$ cat config.mk
export PLATFORM = sky130hd
export DESIGN_NAME = gcd_request_sequencer
export DESIGN_NICKNAME = d
export VERILOG_FILES = /design/src/rtl/gcd_pkg.sv /design/src/rtl/gcd_request_sequencer.sv
export SDC_FILE = /design/constraint.sdc
export NUM_CORES = 1
export LEC_CHECK = 0
export CAP_MARGIN = 25
export CORE_ASPECT_RATIO = 0.8
export CORE_MARGIN = 1
export CORE_UTILIZATION = 46
export CTS_BUF_LIST = sky130_fd_sc_hd__clkbuf_4 sky130_fd_sc_hd__clkbuf_8 sky130_fd_sc_hd__clkbuf_16
export DETAILED_ROUTE_END_ITERATION = 12
export GPL_ROUTABILITY_DRIVEN = 0
export PLACE_DENSITY = 0.83
export REMOVE_ABC_BUFFERS = 1
export SLEW_MARGIN = 20
export SYNTH_ARGS = -nofsm -noshare
export SYNTH_HDL_FRONTEND = slang
export SYNTH_SLANG_ARGS = --single-unit
$ cat constraint.sdc
create_clock -name clk -period 2.76 [get_ports clk]
set_clock_uncertainty 0.1 [all_clocks]
set_input_delay 0.414 -clock clk [delete_from_list [all_inputs] [get_ports clk]]
set_output_delay 0.414 -clock clk [all_outputs]
set_load 0.02 [all_outputs]
$ cat src/rtl/gcd_pkg.sv
// Shared types and constants for the GCD request sequencer: FSM states,
// load-phase length, timer sizing and the response record.
package gcd_pkg;

    typedef enum logic [1:0] {
        IDLE = 2'd0,
        LOAD = 2'd1,
        RUN  = 2'd2,
        DONE = 2'd3
    } state_e;

    localparam int GCD_W       = 16;
    localparam int GCD_TAG_W   = 4;
    localparam int TIMEOUT_DEF = 70000;
    localparam int LOAD_CYCLES = 2;
    localparam int TIMER_W     = $clog2(TIMEOUT_DEF + 1);

    typedef struct packed {
        logic [GCD_W-1:0]     gcd;
        logic [GCD_TAG_W-1:0] tag;
        logic                 err;
    } resp_t;

    function automatic int timer_width(input int timeout);
        return $clog2(timeout + 1);
    endfunction

endpackage

$ cat src/rtl/gcd_request_sequencer.sv
// Serialising front end for the GCD core: takes one request, loads and runs
// the core, and returns result/tag/timeout flag over a response handshake.
module gcd_request_sequencer
    import gcd_pkg::*;
#(
    parameter int W       = GCD_W,
    parameter int TAG_W   = GCD_TAG_W,
    parameter int TIMEOUT = TIMEOUT_DEF
) (
    input  logic             clk,
    input  logic             rst,
    input  logic             req_valid,
    output logic             req_ready,
    input  logic [W-1:0]     req_x,
    input  logic [W-1:0]     req_y,
    input  logic [TAG_W-1:0] req_tag,
    output logic [W-1:0]     core_xi,
    output logic [W-1:0]     core_yi,
    output logic             core_run,
    input  logic             core_rdy,
    input  logic [W-1:0]     core_xo,
    output logic             res_valid,
    input  logic             res_ready,
    output logic [W-1:0]     res_gcd,
    output logic [TAG_W-1:0] res_tag,
    output logic             res_err,
    output logic             busy,
    output logic [15:0]      done_cnt,
    output logic [7:0]       err_cnt
);

    localparam int TMR_W = timer_width(TIMEOUT);

    state_e             state_q;
    logic [TMR_W-1:0]   timer_q;
    logic [TMR_W-1:0]   timer_d;
    logic               timeout_hit;
    logic [1:0]         load_q;
    logic [W-1:0]       xi_q;
    logic [W-1:0]       yi_q;
    logic [TAG_W-1:0]   tag_q;
    resp_t              res_q;
    logic               req_ready_q;
    logic               core_run_q;
    logic               res_valid_q;
    logic               busy_q;
    logic [15:0]        done_cnt_q;
    logic [7:0]         err_cnt_q;

    always_comb begin
        timer_d     = timer_q + 1'b1;
        timeout_hit = (timer_q == TMR_W'(TIMEOUT - 1));
    end

    // All outputs are registered and updated together with the state.
    always_ff @(posedge clk) begin
        if (!rst) begin
            state_q     <= IDLE;
            timer_q     <= '0;
            load_q      <= '0;
            xi_q        <= '0;
            yi_q        <= '0;
            tag_q       <= '0;
            res_q       <= '0;
            req_ready_q <= 1'b0;
            core_run_q  <= 1'b0;
            res_valid_q <= 1'b0;
            busy_q      <= 1'b0;
            done_cnt_q  <= '0;
            err_cnt_q   <= '0;
        end else begin
            case (state_q)
                IDLE: begin
                    req_ready_q <= 1'b1;
                    if (req_valid && req_ready_q) begin
                        xi_q        <= req_x;
                        yi_q        <= req_y;
                        tag_q       <= req_tag;
                        timer_q     <= '0;
                        load_q      <= '0;
                        req_ready_q <= 1'b0;
                        busy_q      <= 1'b1;
                        state_q     <= LOAD;
                    end
                end
                LOAD: begin
                    // Holding core_run low for the whole load phase also clears core_rdy.
                    if (load_q == 2'(LOAD_CYCLES - 1)) begin
                        core_run_q <= 1'b1;
                        state_q    <= RUN;
                    end else begin
                        load_q <= load_q + 1'b1;
                    end
                end
                RUN: begin
                    if (core_rdy) begin
                        res_q.gcd   <= core_xo;
                        res_q.tag   <= tag_q;
                        res_q.err   <= 1'b0;
                        core_run_q  <= 1'b0;
                        res_valid_q <= 1'b1;
                        state_q     <= DONE;
                    end else if (timeout_hit) begin
                        res_q.gcd   <= '0;
                        res_q.tag   <= tag_q;
                        res_q.err   <= 1'b1;
                        core_run_q  <= 1'b0;
                        res_valid_q <= 1'b1;
                        if (err_cnt_q != 8'hFF) begin
                            err_cnt_q <= err_cnt_q + 1'b1;
                        end
                        state_q <= DONE;
                    end else begin
                        timer_q <= timer_d;
                    end
                end
                DONE: begin
                    if (res_ready) begin
                        res_valid_q <= 1'b0;
                        done_cnt_q  <= done_cnt_q + 1'b1;
                        busy_q      <= 1'b0;
                        req_ready_q <= 1'b1;
                        state_q     <= IDLE;
                    end
                end
                default: begin
                    state_q <= IDLE;
                end
            endcase
        end
    end

    assign req_ready = req_ready_q;
    assign core_xi   = xi_q;
    assign core_yi   = yi_q;
    assign core_run  = core_run_q;
    assign res_valid = res_valid_q;
    assign res_gcd   = res_q.gcd;
    assign res_tag   = res_q.tag;
    assign res_err   = res_q.err;
    assign busy      = busy_q;
    assign done_cnt  = done_cnt_q;
    assign err_cnt   = err_cnt_q;

endmodule

==> flow_summary_export.csv <==
group,metric,value,unit
outcome,outcome,"finished, violations left",
outcome,violations,"design-rule violations",
cts,cts_tree,"built",
timing,max_freq,0.427,GHz
placement,portBuffers,137,
synthesis,ys.warnings.count,0,
timing,finalSetupTns,0,ns
drt,first_pass_iters,8,
run,cap_violations,0,
worst_setup_path,crit_type,"flip-flop to flip-flop",
power_and_ir_drop,powerDensity,553,nW/um2
die,io_pins,138,
worst_setup_path,cp-start-kind,"flip-flop",
layout,stdcell_count,756,
synthesis,synth_area_leaders,"dfxtp_1, nand2_1, a21oi_1",
layout,antenna_cells,0,
placement,place_hpwl,7.83,mm
synthesis,ys.flop_type,"dfxtp_1",
layout,layout_common_cells,"clkdlybuf4s50_1, nand2_1, dfxtp_1",
cts,cts_root_buf,"clkbuf_16",
worst_setup_path,cp_max_fo,10,
hold_path,worst_hold_path_type,"flip-flop to flip-flop",
synthesis,synth-simple-area-share,24.2,%
placement,place_inst,741,
cts,clk_path_buf_depth,2,
synthesis,synth-compound-area-share,17.0,%
die,fp.coreArea,9150,um2
drt,drc,10,
drt,initialDrtViolationCount,207,
timing,period_minus_slack,2.34,ns
timing,final.period_utilization,84.8,%
synthesis,yosys.area.top_type,"dfxtp_1",
synthesis,yosys.area_share.adder,2.29,%
die,rows,31,
layout,layout_commonest_cell,"clkdlybuf4s50_1",
worst_setup_path,worst_setup_path_end_kind,"flip-flop",
global_route,grt_antenna_before_repair,0,
worst_setup_path,critPathBufInv,1,
power_and_ir_drop,ir_drop,0.515,mV
timing,rsz0062_at_grt,"false",
worst_setup_path,critPathTopFamily,"simple AND/OR/NAND/NOR gates",
global_route,grt_pass1_wl,18.0,mm
worst_setup_path,worstPathArrival,2.52,ns
global_route,grt_usage,22.8,%
drt,vias,4099,
synthesis,synth-xor-area-share,3.20,%
die,fp.dieW,111,um
timing,hold_violations,0,
synthesis,ys_types,52,
worst_setup_path,required,2.94,ns
global_route,grt_remaining_overflow,0,
power_and_ir_drop,leakage,2.17,nW
drt,vias_per_cell,5.42,
drt,wl_per_cell,14.6,um
cts,clk_pin_slew,0.07,ns
drt,routed_wl,11.0,mm
synthesis,synthArstFlopShare,0,%
timing,slew_headroom,54.2,%
cts,cts_buffers,9,
global_route,grt_pass1_vias,3902,
timing,setup_viol,0,
drt,antenna_left,0,
synthesis,yosysSeqAreaShare,48.5,%
synthesis,post_synth.cell_area_avg,8.54,um2
worst_setup_path,crit_path_top_delay_cell,"a2111oi_2",
synthesis,synth-seq-cells,106,
cts,insertion_delay,0.34,ns
layout,n_fill_cell,745,
synthesis,synth_top_family_by_area,"simple AND/OR/NAND/NOR gates",
global_route,grt_max_degree,66,
timing,tightest_slew,0.687,ns
worst_setup_path,cpPeakStageDelay,0.44,ns
cts,cts_max_level,3,
cts,cts-resized-gates,0,
layout,final_cell_area,6110,um2
placement,placed_cell_area,5800,um2
cts,cts_sinks,106,
synthesis,yosysTopAreaCellShare,48.5,%
layout,fin_nets,702,
cts,postCtsSetupBuffers,0,
synthesis,synth_edf_count,0,
timing,maxSlewViolCount,0,
layout,area_growth_syn_to_layout,39.6,%
cts,cts_hold_buffers,0,
die,dieArea,9910,um2
die,die_h,89.2,um
die,initial_core_util,47.8,%
synthesis,synthCells,512,
synthesis,syn_area,4370,um2
worst_setup_path,cp_cell_sequence,"inv_1 > ha_1 > nand3_2 > a2111oi_2 > nand2_1 > or3_1 > nand3_1",
layout,drive_above_1_share,4.68,%
synthesis,muxShareOfSynthArea,0.915,%
-- area by class of cell --
cell class,count,area (um2),share of cell area (%)
clock buffers,12,260,4.26
clock inverters,3,46.3,0.758
inverters,7,26.3,0.430
multi-input cells,369,2090,34.1
flip-flops and latches,106,2120,34.7
well taps,115,144,2.36
repair buffers,144,1420,23.3
-- cells in the mapped netlist (5+ instances only) --
library cell / count
a22o_1: 17
xor2_1: 11
nand4_1: 11
xnor2_1: 5
buf_1: 7
nand2_1: 113
inv_1: 7
nor3_1: 7
a21oi_1: 45
clkbuf_1: 16
and2_1: 6
o21ai_0: 21
and3_1: 5
ha_1: 8
nand3_1: 22
o31ai_1: 7
dfxtp_1: 106
nor2_1: 32
-- power breakdown --
group          leakage, nW  internal (mW)  switching (mW)
sequential           0.858           1.58          0.0323
clock                0.149          0.761           0.532
combinational         1.16          0.216           0.252
-- per-stage QoR --
step	util [%]	power, mW	worst slack [ns]	hold slack (ns)
after floorplan	-	1.87	0.296	0.336
after global placement	63.4	2.10	0.381	0.341
after detailed placement	63.4	2.12	0.341	0.346
after CTS	66.7	3.41	0.445	0.357
after global routing	66.7	3.53	0.216	0.378
final	66.7	3.38	0.419	0.353
-- metal layers --
layer	vias to the layer above	global-route usage, %	part of all wire, %
li1	2036	-	-
met1	1918	25.5	41
met2	130	38.9	48
met3	15	9.56	8.4
met4	0	10.1	1.7
met5	-	0	0
-- tightest hold or removal path, cell delays in order, from the launching register on --
cell and delay (ns):
dfxtp_1 0.31, nand2_1 0.05, a21oi_1 0.05
-- flip-flops by register name, indices dropped and copies added, names as in the netlist --
signal / count
busy: 1
timer_q: 17
core_xi: 16
tag_q: 4
state_q: 2
err_cnt: 8
res_err: 1
req_ready: 1
load_q: 2
res_tag: 4
done_cnt: 16
core_yi: 16
res_gcd: 16
res_valid: 1
core_run: 1
-- cells by family after synthesis --
| kind of cell | after synthesis |
|---|---|
| compound gates | 117 |
| xor+xnor | 16 |
| fa+ha+maj | 8 |
| buf+inv | 37 |
| flops | 106 |
| mux | 4 |
| simple gates | 224 |
-- worst paths after layout --
check	slack [ns]	end	depth (start not counted)	from
max	0.42	timer_q[15]	7	state_q[0]
min	0.35	tag_q[0]	2	tag_q[0]
max reg2reg	0.42	timer_q[15]	7	state_q[0]
min reg2reg	0.35	tag_q[0]	2	tag_q[0]
No activity file was read; power rests on OpenSTA's default activity.
